**config.mk**
```make
export PLATFORM = sky130hd
export DESIGN_NAME = time_set_ctrl
export DESIGN_NICKNAME = d
export VERILOG_FILES = /design/src/rtl/time_set_ctrl.sv
export SDC_FILE = /design/constraint.sdc
export NUM_CORES = 1
export LEC_CHECK = 0
export CORE_MARGIN = 3
export CORE_UTILIZATION = 42
export CTS_CLUSTER_SIZE = 28
export DETAILED_ROUTE_END_ITERATION = 12
export HOLD_SLACK_MARGIN = 0.08
export PLACE_DENSITY = 0.68
export SYNTH_ARGS = -nofsm -noshare
export SYNTH_HDL_FRONTEND = slang
export SYNTH_SLANG_ARGS = --single-unit
```
**constraint.sdc**
```tcl
create_clock -name clk -period 5.5 [get_ports clk]
set_input_delay 1.65 -clock clk [delete_from_list [all_inputs] [get_ports clk]]
set_output_delay 1.65 -clock clk [all_outputs]
set_load 0.005 [all_outputs]
```
**src/rtl/time_set_ctrl.sv**
```systemverilog
// time_set_ctrl -- front-panel time-setting controller.
//
// Two buttons (mode, inc) are debounced independently. A mode press walks
// the FSM RUN -> SET_HR -> SET_MIN -> COMMIT -> RUN. Entering SET_HR snapshots
// the running time into shadow registers. The inc button edits those registers
// in BCD. COMMIT issues a one-cycle load strobe back to the time counter.
//
// Ports:
//   clk, reset            rising-edge clock, async active-high reset
//   btn_mode, btn_inc     synchronized raw button levels
//   tick                  1 Hz pulse; drives the edit-digit blink only
//   cur_hour, cur_min     running time, BCD {tens,ones}
//   count_en              time counter enable (low while editing)
//   load                  one-cycle load strobe, high only in COMMIT
//   load_hour, load_min   shadow time, BCD
//   blank                 per-digit blank mask, bit0=sec ones .. bit5=hour tens
//   mode                  FSM state encoding

// Single-button debouncer. The level flips after DB_CYCLES consecutive
// samples that disagree with it. A rising flip emits a registered press.
module time_set_ctrl_db #(
  parameter int DB_CYCLES = 16,
  parameter int INC_WIDTH = 5
) (
  input  logic clk,
  input  logic reset,
  input  logic raw,
  output logic press
);
  logic [INC_WIDTH-1:0] cnt;
  logic                 level;

  always_ff @(posedge clk or posedge reset) begin
    if (reset) begin
      cnt   <= '0;
      level <= 1'b0;
      press <= 1'b0;
    end else begin
      press <= 1'b0;
      if (raw == level) begin
        cnt <= '0;
      end else if (cnt == INC_WIDTH'(DB_CYCLES - 1)) begin
        // This sample is the DB_CYCLES-th consecutive disagreement.
        level <= raw;
        cnt   <= '0;
        press <= raw;
      end else begin
        cnt <= cnt + 1'b1;
      end
    end
  end
endmodule

module time_set_ctrl #(
  parameter int DB_CYCLES = 16,
  parameter int INC_WIDTH = 5
) (
  input  logic       clk,
  input  logic       reset,
  input  logic       btn_mode,
  input  logic       btn_inc,
  input  logic       tick,
  input  logic [7:0] cur_hour,
  input  logic [7:0] cur_min,
  output logic       count_en,
  output logic       load,
  output logic [7:0] load_hour,
  output logic [7:0] load_min,
  output logic [5:0] blank,
  output logic [1:0] mode
);
  typedef enum logic [1:0] {
    RUN     = 2'b00,
    SET_HR  = 2'b01,
    SET_MIN = 2'b10,
    COMMIT  = 2'b11
  } state_t;

  localparam int NUM_BTN = 2;

  logic [NUM_BTN-1:0] btn_raw;
  logic [NUM_BTN-1:0] btn_press;
  logic               press_mode, press_inc;

  assign btn_raw    = {btn_inc, btn_mode};
  assign press_mode = btn_press[0];
  assign press_inc  = btn_press[1];

  for (genvar b = 0; b < NUM_BTN; b++) begin : g_db
    time_set_ctrl_db #(
      .DB_CYCLES(DB_CYCLES),
      .INC_WIDTH(INC_WIDTH)
    ) u_db (
      .clk  (clk),
      .reset(reset),
      .raw  (btn_raw[b]),
      .press(btn_press[b])
    );
  end

  function automatic logic hour_ok(input logic [7:0] h);
    return (h[7:4] == 4'd0 && h[3:0] <= 4'd9) ||
           (h[7:4] == 4'd1 && h[3:0] <= 4'd1);
  endfunction

  function automatic logic min_ok(input logic [7:0] m);
    return (m[7:4] <= 4'd5) && (m[3:0] <= 4'd9);
  endfunction

  // Shadow values are always valid BCD, so only the 11 and x9 cases matter.
  function automatic logic [7:0] hour_inc(input logic [7:0] h);
    if (h == 8'h11)           return 8'h00;
    else if (h[3:0] == 4'd9)  return {h[7:4] + 4'd1, 4'd0};
    else                      return {h[7:4], h[3:0] + 4'd1};
  endfunction

  // Minute wraps 59->00 on its own; no carry into the hour.
  function automatic logic [7:0] min_inc(input logic [7:0] m);
    if (m[3:0] == 4'd9) begin
      if (m[7:4] == 4'd5) return 8'h00;
      else                return {m[7:4] + 4'd1, 4'd0};
    end
    return {m[7:4], m[3:0] + 4'd1};
  endfunction

  state_t     state, state_n;
  logic [7:0] sh_hour, sh_hour_n;
  logic [7:0] sh_min, sh_min_n;
  logic       blink_phase, blink_phase_n;
  logic [5:0] blank_n;

  always_comb begin
    state_n       = state;
    sh_hour_n     = sh_hour;
    sh_min_n      = sh_min;
    blink_phase_n = blink_phase;
    case (state)
      RUN: begin
        if (press_mode) begin
          state_n       = SET_HR;
          sh_hour_n     = hour_ok(cur_hour) ? cur_hour : 8'h00;
          sh_min_n      = min_ok(cur_min)   ? cur_min  : 8'h00;
          blink_phase_n = 1'b0;
        end
      end
      SET_HR: begin
        if (tick) blink_phase_n = ~blink_phase;
        if (press_mode)     state_n   = SET_MIN;
        else if (press_inc) sh_hour_n = hour_inc(sh_hour);
      end
      SET_MIN: begin
        if (tick) blink_phase_n = ~blink_phase;
        if (press_mode)     state_n  = COMMIT;
        else if (press_inc) sh_min_n = min_inc(sh_min);
      end
      COMMIT: state_n = RUN;  // presses seen here are dropped
      default: state_n = RUN;
    endcase
  end

  // Outputs are registered from next-state so they line up with mode.
  always_comb begin
    blank_n = 6'b000000;
    case (state_n)
      SET_HR:  blank_n = {blink_phase_n, blink_phase_n, 4'b0000};
      SET_MIN: blank_n = {2'b00, blink_phase_n, blink_phase_n, 2'b00};
      default: blank_n = 6'b000000;
    endcase
  end

  always_ff @(posedge clk or posedge reset) begin
    if (reset) begin
      state       <= RUN;
      sh_hour     <= 8'h00;
      sh_min      <= 8'h00;
      blink_phase <= 1'b0;
      count_en    <= 1'b1;
      load        <= 1'b0;
      blank       <= 6'b000000;
    end else begin
      state       <= state_n;
      sh_hour     <= sh_hour_n;
      sh_min      <= sh_min_n;
      blink_phase <= blink_phase_n;
      count_en    <= (state_n == RUN);
      load        <= (state_n == COMMIT);
      blank       <= blank_n;
    end
  end

  assign mode      = state;
  assign load_hour = sh_hour;
  assign load_min  = sh_min;
endmodule

```
Word-level counts from Yosys, hierarchy flattened
Cells that the tools add are included.
- add/subtract/negate cells: 6
- equal/unequal tests: 22
- bitwise gates (word level): 3
- reductions and logical operators: 16
- order comparisons: 4
- mux-type cells: 35
- operators with widths (kind ; number):
    8-bit 2-to-1 mux ; 13
    8-bit case mux with 2 select lines ; 2
    5-bit 2-to-1 mux ; 4
    4-bit by 1-bit adder with 4-bit output, second input constant ; 4
    6-bit case mux with 2 select lines ; 1
    5-bit by 1-bit adder with 5-bit output, second input constant ; 2
    5-bit by 4-bit equality test with 1-bit output, second input constant ; 2
    1-bit 2-to-1 mux ; 10
    5-bit AND reduction ; 2
    2-bit equality test, second input constant ; 4
    4-bit equality test, second input constant ; 2
    8-bit by 5-bit equality test with 1-bit output, second input constant ; 1
    4-bit less-or-equal comparator, second input constant ; 2
    2-bit case mux with 4 select lines ; 1
    4-bit AND reduction ; 2
    2-bit 2-to-1 mux ; 3
    2-bit by 1-bit != test with 1-bit output, second input constant ; 3
    2-bit != test, second input constant ; 3
    2-bit by 1-bit equality test with 1-bit output, second input constant ; 2
    4-bit by 1-bit equality test with 1-bit output, second input constant ; 1
    4-bit by 3-bit equality test with 1-bit output, second input constant ; 1
    4-bit by 1-bit less-or-equal comparator with 1-bit output, second input constant ; 1
    4-bit by 3-bit less-or-equal comparator with 1-bit output, second input constant ; 1
    2-bit logical NOT ; 2
    other kinds (10) ; 17
- output and inout port bits: 26
- input bits: 21
- bits in registers: 41

Depth between registers and ports, before layout
Gate-level depths: netlist of run 1.
- depth after elaboration: 9
- gate-level depth with buffers: 8
- depth with buffers taken out: 8

Cells and area by module
A second synthesis of run 1 with hierarchy kept.
- cells, all modules: 211
- area total of the unflattened synthesis: 2160.8 um^2
- modules (own cells, without submodules) (module ; area each (um^2) ; sequential area each (um^2) ; cells an instance ; instances):
    time_set_ctrl ; 1582.8 ; 576.8 ; 163 ; 1
    time_set_ctrl_db ; 289.0 ; 175.2 ; 24 ; 2

Least setup slack after synthesis of run 1
No wires, ideal clock.
- path kind: input to register
- start point: input cur_hour[5]
- end point: register sh_hour[1], in the netlist load_hour[1]
- path slack: 2.863 ns
- stages on the path: 4
- buffers on the path: 0
- arrival time: 2.555 ns
- setup time: 0.083 ns
- path through: nor4_1 -> nor4bb_1 -> a22oi_1 -> o21ai_0
- word-level cells in the longest chain between the ends: 6
- ends and longest elaborated chain (what ; RTL line ; text):
    start: declaration ; 63 ; input logic [7:0] cur_hour,
    4-bit by 1-bit equality test with 1-bit output or 4-bit logical NOT (tied branches) ; 103, 102 ;
    1-bit logical AND (on tied branches) ; 103, 102 ;
    1-bit logical OR * ; 102 ; return (h[7:4] == 4'd0 && h[3:0] <= 4'd9) ||
    8-bit 2-to-1 mux * ; 141 ; sh_hour_n = hour_ok(cur_hour) ? cur_hour : 8'h00;
    8-bit 2-to-1 mux * ; 139 ; if (press_mode) begin
    8-bit case mux with 2 select lines * ; 137 ; case (state)
    end signal: assignment ; 182 ; sh_hour <= sh_hour_n;
    end: declaration ; 127 ; logic [7:0] sh_hour, sh_hour_n;
Mark *: on every way between the ends. The rest lies on a longest branch, timed or not. The select of a mux whose other input is x is not followed.
A chain may end at the register's enable or synchronous reset.

Final worst setup path of run 1
Same ends and word-level chain as after synthesis.

==> results.py, run 1 <==
metrics = {
    "worst_hold_path": {
        "min-delay-start": "g_db[0].u_db.cnt[0]$_DFF_PP0_",
        "whs_path_depth": 1,
        "whs_endpoint": "g_db[0].u_db.cnt[0]$_DFF_PP0_",
        "min_path_type": "flop to flop",
    },
    "detailed_routing": {
        "num_vias": 1701,
        "wire_per_inst_um": 13.12,
        "drtIter0Drc": 36,
        "dr.pass1.iters": 4,
        "antenna_left": 0,
        "drt-total-wl_mm": 4.381,
        "drc_errors": 0,
        "vias_per_cell": 5.093,
    },
    "setup_path": {
        "critPathLaunchType": "primary input",
        "arrival_ns": 3.20,
        "cpPeakStageDelay_ns": 0.49,
        "r2r_cells": 6,
        "worst-path-buf-inv": 1,
        "critPathMaxFanout": 3,
        "crit_required_ns": 5.71,
        "critical_path.endpoint_type": "flop",
        "crit_family": "simple AND/OR/NAND/NOR gates",
        "path_class": "primary input to flop",
        "reg2reg_slack_ns": 3.27,
        "worstSetupStartpoint": "cur_hour[5]",
        "path_depth": 5,
        "slowest_stage": "nor4bb_1",
        "cp_cell_sequence": "clkdlybuf4s50_1, nor4_1, nor4bb_1, a22oi_1, o21ai_0",
        "reg2reg_to": "load_hour[4]$_DFFE_PP0P_",
        "r2r_start": "mode[1]$_DFF_PP0_",
    },
    "sta": {
        "finalCritPeriodShare_pct": 54.31,
        "final_max_slew_viol_count": 0,
        "finalHoldViolCount": 0,
        "period_needed_ns": 2.987,
        "setup_tns_ns": 0,
        "skew_ns": 0.008558,
        "setup_viol": 0,
        "layout_setup_ws_ns": 2.513,
        "worst_slew_pin_slew_ns": 0.5529,
        "slew_headroom_pct": 62.85,
        "fmax_ghz": 0.3348,
        "rsz0062_at_grt": "no",
    },
    "floorplan": {
        "ioPinCount": 47,
        "placementRows": 25,
        "chipHeight_um": 78.27,
        "die_x_um": 78.27,
        "die_area_sq_um": 6125,
        "core_area_sq_um": 4880,
        "initial_core_util_pct": 44.95,
    },
    "layout": {
        "drive_above_1_share_pct": 8.240,
        "nets": 304,
        "area_delta_synth_final_pct": 27.61,
        "final_common_cell": "clkdlybuf4s50_1",
        "diodes": 0,
        "final_cell_mix": "clkdlybuf4s50_1 (44), dfrtp_1 (36), nor2_1 (18)",
    },
    "place": {
        "port_buffers": 44,
        "place_congestion": 0.8288,
        "dp_slack_ns": 2.215,
        "dp_hpwl_mm": 3.265,
    },
    "cts": {
        "insertion_delay_ns": 0.29,
        "clock_sinks": 37,
        "cts_resized": 0,
        "cts_max_level": 2,
        "clockBufferDepth": 2,
        "cts_root_buf": "clkbuf_8",
        "cts_tree": "built",
        "path_clk_slew_ns": 0.08,
        "cts_hold_buf": 0,
        "post_cts_buffers": 0,
        "numCtsBuffers": 5,
    },
    "synthesis": {
        "yosys.area_share.simple_pct": 19.68,
        "synth_adder_area_share_pct": 9.698,
        "synth_top_family_by_area": "simple AND/OR/NAND/NOR gates",
        "synth_cells": 218,
        "dominantRegCellSynth": "dfrtp_1",
        "async_flop_share_pct": 100.0,
        "ys_seq_area_share_pct": 42.27,
        "synth_xor_area_share_pct": 2.396,
        "synth-compound-area-share_pct": 15.06,
        "synth_cell_types": 49,
        "ys_ff_latch": 37,
        "synth_edf_count": 0,
        "synthMuxAreaShare_pct": 6.104,
        "syn_area_sq_um": 2193,
        "yosysWarnings": 0,
        "synth.avg_cell_area_sq_um": 10.06,
    },
    "pwr": {
        "p_switching_mw": 0.2022,
        "ir_worst_vdd_mv": 0.1601,
        "internal-power_mw": 0.5306,
        "power_mw": 0.7328,
        "leakagePower_nw": 1.259,
        "comb_power_share_pct": 23.4,
        "pwr-share-seq_pct": 44.5,
        "pwr-share-clk_pct": 32.0,
        "netSwitchingFraction_pct": 27.59,
        "p_per_area_nw_per_um2": 261.8,
    },
    "global_routing": {
        "overflow": 0,
        "grt_max_degree": 38,
        "grt_pass1_wl_mm": 7.383,
        "grt_util_all_layers_pct": 15.17,
        "grt_pass1_vias": 1641,
        "antenna_found_initial": 0,
    },
    "outcome": {
        "status": "complete, no violations",
    },
    "job": {
        "max_cap_viol_count": 0,
    },
}
-- through the flow --
step	utilization [%]	area, sq um	instances	hold WS [ns]
2_1_floorplan	-	2197	219	0.4327
3_3_place_gp	55.08	2688	326	0.4515
3_5_place_dp	55.08	2688	326	0.4518
4_1_cts	57.36	2799	334	0.4622
5_1_grt	57.36	2799	334	0.5035
6_report	57.36	2799	334	0.4605
-- kinds of logic (layout without fill, tap and decap cells) --
family	after synthesis	in the layout
simple gates	77	77
compound gates	48	48
flops	37	37
buf+inv	21	69
fa+ha+maj	17	17
mux	11	11
xor+xnor	6	6
other cells	1	2
-- cell type report --
| type | count | area [sq um] |
|---|---|---|
| Fill cell | 462 | 2081 |
| Multi-Input combinational cell | 161 | 1169 |
| Sequential cell | 37 | 927.1 |
| Timing Repair Buffer | 45 | 447.9 |
| Tap cell | 67 | 83.83 |
| Clock buffer | 6 | 72.57 |
| Inverter | 16 | 60.06 |
| Clock inverter | 2 | 38.79 |
-- power groups by stage --
stage | Combinational, mW | Clock, mW | Sequential, mW
after global routing | 0.190 | 0.253 | 0.331
after detailed placement | 0.173 | 0 | 0.331
after global placement | 0.170 | 0 | 0.331
after CTS | 0.174 | 0.242 | 0.326
after floorplan | 0.0986 | 0 | 0.328
final | 0.172 | 0.235 | 0.326
-- state kept, by name (all words and copies together) (netlist names) --
register and count:
g_db.u_db.press 2, load_min 8, g_db.u_db.cnt 10, count_en 1, mode 2, g_db.u_db.level 2, blink_phase 1, load 1
load_hour 8, blank 2
-- synthesized netlist by cell type (5+ instances only) --
cell	number	share of area [%]
inv_1	16	2.7
mux2_2	5	2.6
a21oi_1	5	1.1
nand2b_1	5	1.4
o21ai_0	15	3.4
nand2_1	9	1.5
nor2_1	18	3.1
ha_1	17	9.7
nand3_1	12	2.7
and2_1	6	1.7
xor2_1	6	2.4
dfrtp_1	36	41
-- layer usage --
| metal | track usage [%] | share of wire (%) | up-vias |
|---|---|---|---|
| li1 | - | - | 867 |
| met1 | 18.45 | 46 | 796 |
| met2 | 24.91 | 49 | 32 |
| met3 | 4.472 | 3.9 | 6 |
| met4 | 6.643 | 1.6 | 0 |
| met5 | 0 | 0 | - |
-- worst max path at each step --
stage,endpoint
4_1_cts,load_min[0]
2_1_floorplan,load_hour[1]$_DFFE_PP0P_
5_1_grt,load_hour[3]$_DFFE_PP0P_
3_3_place_gp,load_hour[1]$_DFFE_PP0P_
3_5_place_dp,load_hour[1]$_DFFE_PP0P_
6_report,load_hour[1]$_DFFE_PP0P_
Power figures use the tool's default switching activity.
==> run 2: changes to the inputs <==
==> constraint.sdc (replaced) <==
create_clock -name clk -period 2.9 [get_ports clk]
set_input_delay 0.87 -clock clk [delete_from_list [all_inputs] [get_ports clk]]
set_output_delay 0.87 -clock clk [all_outputs]
set_load 0.005 [all_outputs]
==> run 2 against run 1 <==
Clock skew fell by 0.0016 ns; routed wire length decreased by 2.0%; clock-buffer cell count unchanged; flip-flop and latch count did not move; non-clock buffer count is the same; first-iteration DRC count rose to 2.8 times the previous value; die area did not move; global-route usage decreased by 0.28 points; cell area unchanged; sequential share of layout area stayed put; register-to-register slack got worse by 2.6 ns.
==> results.py, run 2 (synthesis results as in run 1) <==
metrics = {
    "layout": {
        "drive_above_1_share_pct": 8.240,
        "fillCellCount": 453,
        "stdcell_area_sq_um": 2799,
        "diodes": 0,
        "layout.cells.non_filler": 334,
        "nets": 304,
        "final_common_cell": "clkdlybuf4s50_1",
        "top_register": "g_db.u_db.cnt",
        "area_delta_synth_final_pct": 27.61,
        "fin_util_pct": 57.36,
        "final_cell_mix": "clkdlybuf4s50_1 (44), dfrtp_1 (36), nor2_1 (18)",
        "largest_reg_flops": 10,
    },
    "detailed_routing": {
        "vias_per_cell": 5.024,
        "drc_errors": 0,
        "drt-total-wl_mm": 4.294,
        "num_vias": 1678,
        "drtIter0Drc": 100,
        "wire_per_inst_um": 12.86,
        "dr.pass1.iters": 4,
        "antenna_left": 0,
    },
    "pwr": {
        "ir_worst_vdd_mv": 0.2987,
        "power_mw": 1.385,
        "p_per_area_nw_per_um2": 495.0,
        "leakagePower_nw": 1.259,
    },
    "global_routing": {
        "grt_max_degree": 38,
        "grt_pass1_vias": 1650,
        "grt_util_all_layers_pct": 14.89,
        "antenna_found_initial": 0,
        "gr-max-usage-layer": "met2",
        "grt_pass1_wl_mm": 7.307,
        "grtUsageMet2_pct": 25.60,
        "met3_usage_pct": 3.555,
        "overflow": 0,
        "grt_use_met1_pct": 17.90,
    },
    "floorplan": {
        "placementRows": 25,
        "die_area_sq_um": 6125,
        "core_area_sq_um": 4880,
        "chipHeight_um": 78.27,
        "initial_core_util_pct": 44.95,
        "die_x_um": 78.27,
        "ioPinCount": 47,
    },
    "place": {
        "dp_hpwl_mm": 3.307,
        "place_congestion": 0.8288,
        "port_buffers": 44,
        "place_inst": 326,
        "placed_area_sq_um": 2688,
    },
    "cts": {
        "cts_resized": 0,
        "clock_sinks": 37,
        "cts_max_level": 2,
        "cts_tree": "built",
        "numCtsBuffers": 5,
        "path_clk_slew_ns": 0.08,
        "clockBufferDepth": 2,
        "insertion_delay_ns": 0.29,
        "post_cts_buffers": 0,
        "cts_root_buf": "clkbuf_8",
        "cts_hold_buf": 0,
    },
    "sta": {
        "finalHoldViolCount": 0,
        "finalCritPeriodShare_pct": 78.57,
        "rsz0062_at_grt": "no",
        "slew_headroom_pct": 60.42,
        "fmax_ghz": 0.4389,
        "skew_ns": 0.006946,
        "worst_slew_pin_slew_ns": 0.5857,
        "period_needed_ns": 2.279,
        "setup_viol": 0,
        "setup_tns_ns": 0,
        "final_max_slew_viol_count": 0,
    },
    "setup_path": {
        "slowest_stage": "nor4bb_1",
        "path_class": "primary input to flop",
        "arrival_ns": 2.49,
        "critical_path.endpoint_type": "flop",
        "cpPeakStageDelay_ns": 0.54,
        "crit_required_ns": 3.11,
        "critPathLaunchType": "primary input",
        "cp_cell_sequence": "clkdlybuf4s50_1, nor4_1, nor4bb_1, a22oi_1, o21ai_0",
        "critPathMaxFanout": 3,
    },
    "job": {
        "max_cap_viol_count": 0,
    },
    "worst_hold_path": {
        "min_path_type": "flop to flop",
    },
    "outcome": {
        "status": "complete, no violations",
    },
}
-- run 2: cell counts in the layout (fill, tap and decap cells not counted) --
No cell type changed its count.
-- run 2: final cells by class --
type,instances,area [sq um],share of cell area (%)
Clock buffer,6,72.57,2.593
Clock inverter,2,38.79,1.386
Inverter,16,60.06,2.146
Multi-Input combinational cell,161,1169,41.75
Sequential cell,37,927.1,33.12
Tap cell,67,83.83,2.995
Timing Repair Buffer,45,447.9,16.00
-- run 2: power breakdown --
group | internal, mW | switching, mW
clock network | 0.258 | 0.184
registers | 0.566 | 0.0523
logic | 0.182 | 0.142
-- run 2: worst paths after layout --
| check | from | to | slack (ns) | cells after the start |
|---|---|---|---|---|
| max | cur_hour[5] | load_hour[1]$_DFFE_PP0P_ | 0.62 | 5 |
| min | g_db[0].u_db.cnt[0]$_DFF_PP0_ | g_db[0].u_db.cnt[0]$_DFF_PP0_ | 0.46 | 1 |
| max reg2reg | mode[1]$_DFF_PP0_ | blank[4]$_DFF_PP0_ | 0.68 | 8 |
| min reg2reg | g_db[0].u_db.cnt[0]$_DFF_PP0_ | g_db[0].u_db.cnt[0]$_DFF_PP0_ | 0.46 | 1 |
| max in group asynchronous | reset | count_en$_DFF_PP1_ | 1.58 | 3 |
| min in group asynchronous | reset | g_db[1].u_db.cnt[1]$_DFF_PP0_ | 0.98 | 3 |
-- run 2: worst max-delay path: cells and delay by family --
kind                   cells  cell delay (ns)
and+or+nand+nor            2             0.99
buffers and inverters      1             0.39
AOI/OAI and AO/OA          2             0.24
-- run 2: per-layer routing --
| metal | wire (um) | part of all wire, % |
|---|---|---|
| met5 | 0 | 0 |
| met4 | 77 | 1.8 |
| met3 | 150 | 3.5 |
| met2 | 2132 | 50 |
| met1 | 1933 | 45 |
-- run 2: per-stage QoR --
stage / hold WS, ns / setup slack [ns]
final: 0.4572 / 0.6215
after global routing: 0.5032 / 0.4283
after CTS: 0.4604 / 0.6009
after detailed placement: 0.4501 / 0.3869
after global placement: 0.4514 / 0.4432
after floorplan: 0.4327 / 0.7850
==> run 3: changes to the inputs <==
==> constraint.sdc (replaced) <==
create_clock -name clk -period 2.3 [get_ports clk]
set_input_delay 0.69 -clock clk [delete_from_list [all_inputs] [get_ports clk]]
set_output_delay 0.69 -clock clk [all_outputs]
set_load 0.005 [all_outputs]
==> run 3 against run 2 <==
Hold slack gained 0.0035 ns; global-route usage rose by 0.43 points; combinational power grew 33%; routed wire length grew 0.95%; critical path type is now flop to flop; critical endpoint is now load_min[4]$_DFFE_PP0P_; largest cell class unchanged.
==> results.py, run 3 (synthesis results as in run 1) <==
metrics = {
    "setup_path": {
        "crit_required_ns": 2.49,
        "reg2reg_to": "load_min[4]$_DFFE_PP0P_",
        "critPathLaunchType": "flop",
        "arrival_ns": 2.36,
        "reg2reg_slack_ns": 0.12,
        "r2r_cells": 6,
        "r2r_start": "mode[0]$_DFF_PP0_",
        "critPathMaxFanout": 6,
        "path_class": "flop to flop",
        "critical_path.endpoint_type": "flop",
    },
    "job": {
        "max_cap_viol_count": 0,
    },
    "sta": {
        "rsz0062_at_grt": "no",
        "skew_ns": 0.006976,
        "fin_worst_hold_slack_ns": 0.4606,
        "fmax_ghz": 0.4596,
        "setup_tns_ns": 0,
        "final_max_slew_viol_count": 0,
        "layout_setup_ws_ns": 0.1241,
        "period_needed_ns": 2.176,
        "setup_viol": 0,
        "finalHoldViolCount": 0,
        "finalCritPeriodShare_pct": 94.60,
    },
    "detailed_routing": {
        "num_vias": 1750,
        "drtIter0Drc": 58,
        "wire_per_inst_um": 12.68,
        "drc_errors": 0,
        "drt-total-wl_mm": 4.335,
        "vias_per_cell": 5.117,
        "antenna_left": 0,
        "dr.pass1.iters": 4,
    },
    "floorplan": {
        "initial_core_util_pct": 44.95,
        "core_area_sq_um": 4880,
        "ioPinCount": 47,
        "die_area_sq_um": 6125,
        "placementRows": 25,
        "die_x_um": 78.27,
        "chipHeight_um": 78.27,
    },
    "cts": {
        "cts_hold_buf": 0,
        "clockBufferDepth": 2,
        "insertion_delay_ns": 0.30,
        "cts_tree": "built",
        "path_clk_slew_ns": 0.08,
        "numCtsBuffers": 5,
        "post_cts_buffers": 0,
        "cts_max_level": 2,
        "cts_root_buf": "clkbuf_8",
        "clock_sinks": 37,
    },
    "layout": {
        "final_cell_mix": "clkdlybuf4s50_1 (44), dfrtp_1 (35), nor2_1 (18)",
        "top_register": "g_db.u_db.cnt",
        "area_delta_synth_final_pct": 29.89,
        "drive_above_1_share_pct": 11.27,
        "fillCellCount": 430,
        "diodes": 0,
        "stdcell_area_sq_um": 2849,
        "final_common_cell": "clkdlybuf4s50_1",
        "nets": 312,
        "largest_reg_flops": 10,
    },
    "place": {
        "dp_slack_ns": 0.09012,
        "port_buffers": 44,
        "place_congestion": 0.8372,
        "placed_area_sq_um": 2760,
        "dp_hpwl_mm": 3.351,
    },
    "pwr": {
        "comb_power_share_pct": 26.0,
        "leakagePower_nw": 1.285,
        "pwr-share-clk_pct": 27.2,
        "ir_worst_vdd_mv": 0.4193,
        "netSwitchingFraction_pct": 29.48,
        "p_switching_mw": 0.4913,
        "internal-power_mw": 1.175,
        "pwr-share-seq_pct": 46.7,
        "p_per_area_nw_per_um2": 584.9,
    },
    "worst_hold_path": {
        "whs_path_depth": 1,
        "whs_endpoint": "g_db[0].u_db.cnt[0]$_DFF_PP0_",
        "min-delay-start": "g_db[0].u_db.cnt[0]$_DFF_PP0_",
        "min_path_type": "flop to flop",
    },
    "global_routing": {
        "grt_util_all_layers_pct": 15.32,
        "overflow": 0,
        "grt_pass1_vias": 1707,
        "grt_max_degree": 38,
        "grt_pass1_wl_mm": 7.486,
        "antenna_found_initial": 0,
    },
    "outcome": {
        "status": "complete, no violations",
    },
}
-- run 3: worst max-delay path, stage by stage, from the launching register on --
cell and delay, ns:
dfrtp_2 0.40, inv_1 0.08, ha_1 0.26, or3b_4 0.44
or3_4 0.41, a21boi_4 0.16, mux2_4 0.31
-- run 3: timing repair --
action | 4_1_cts | 5_1_grt
endpoints found under the hold margin | 0 | 0
resized for setup | 0 | 1
setup endpoints to repair | 0 | 1
-- run 3: layer usage --
metal	vias to the layer above	routed length, um	track usage [%]
met5	-	0	0
met4	0	95	5.245
met3	12	214	5.046
met2	34	2151	27.23
met1	822	1873	17.13
li1	882	-	-
-- run 3: worst max-delay path by stage --
stage | depth (start not counted) | start | endpoint
finish | 6 | mode[0]$_DFF_PP0_ | load_min[4]$_DFFE_PP0P_
global route | 6 | mode[0]$_DFF_PP0_ | load_min[4]$_DFFE_PP0P_
CTS | 6 | mode[0]$_DFF_PP0_ | load_min[4]$_DFFE_PP0P_
detailed placement | 7 | cur_hour[5] | load_hour[1]$_DFFE_PP0P_
global placement | 6 | mode[0]$_DFF_PP0_ | load_min[4]$_DFFE_PP0P_
floorplan | 6 | mode[0]$_DFF_PP0_ | load_min[4]$_DFFE_PP0P_
-- run 3: area by class of cell --
type | instances | area [sq um] | area share, %
clock buffer | 6 | 72.57 | 2.547
clock inverter | 2 | 15.01 | 0.5270
inverter | 16 | 60.06 | 2.108
multi-input combinational | 161 | 1169 | 41.02
sequential | 37 | 928.4 | 32.59
tap | 67 | 83.83 | 2.942
timing repair buffer | 53 | 520.5 | 18.27
-- run 3: metrics by stage --
stage	utilization, %	std cells	power [mW]
after global routing	58.38	342	1.771
after CTS	58.36	342	1.691
final	58.38	342	1.666
after detailed placement	56.56	334	1.228
after floorplan	-	219	1.020
after global placement	56.56	334	1.221
-- run 3: power groups by stage --
stage                     Sequential [mW]  Clock [mW]  Combinational, mW
final                               0.779       0.454              0.433
after global routing                0.790       0.500              0.481
after CTS                           0.779       0.473              0.439
after detailed placement            0.792           0              0.436
after global placement              0.789           0              0.431
after floorplan                     0.784           0              0.236
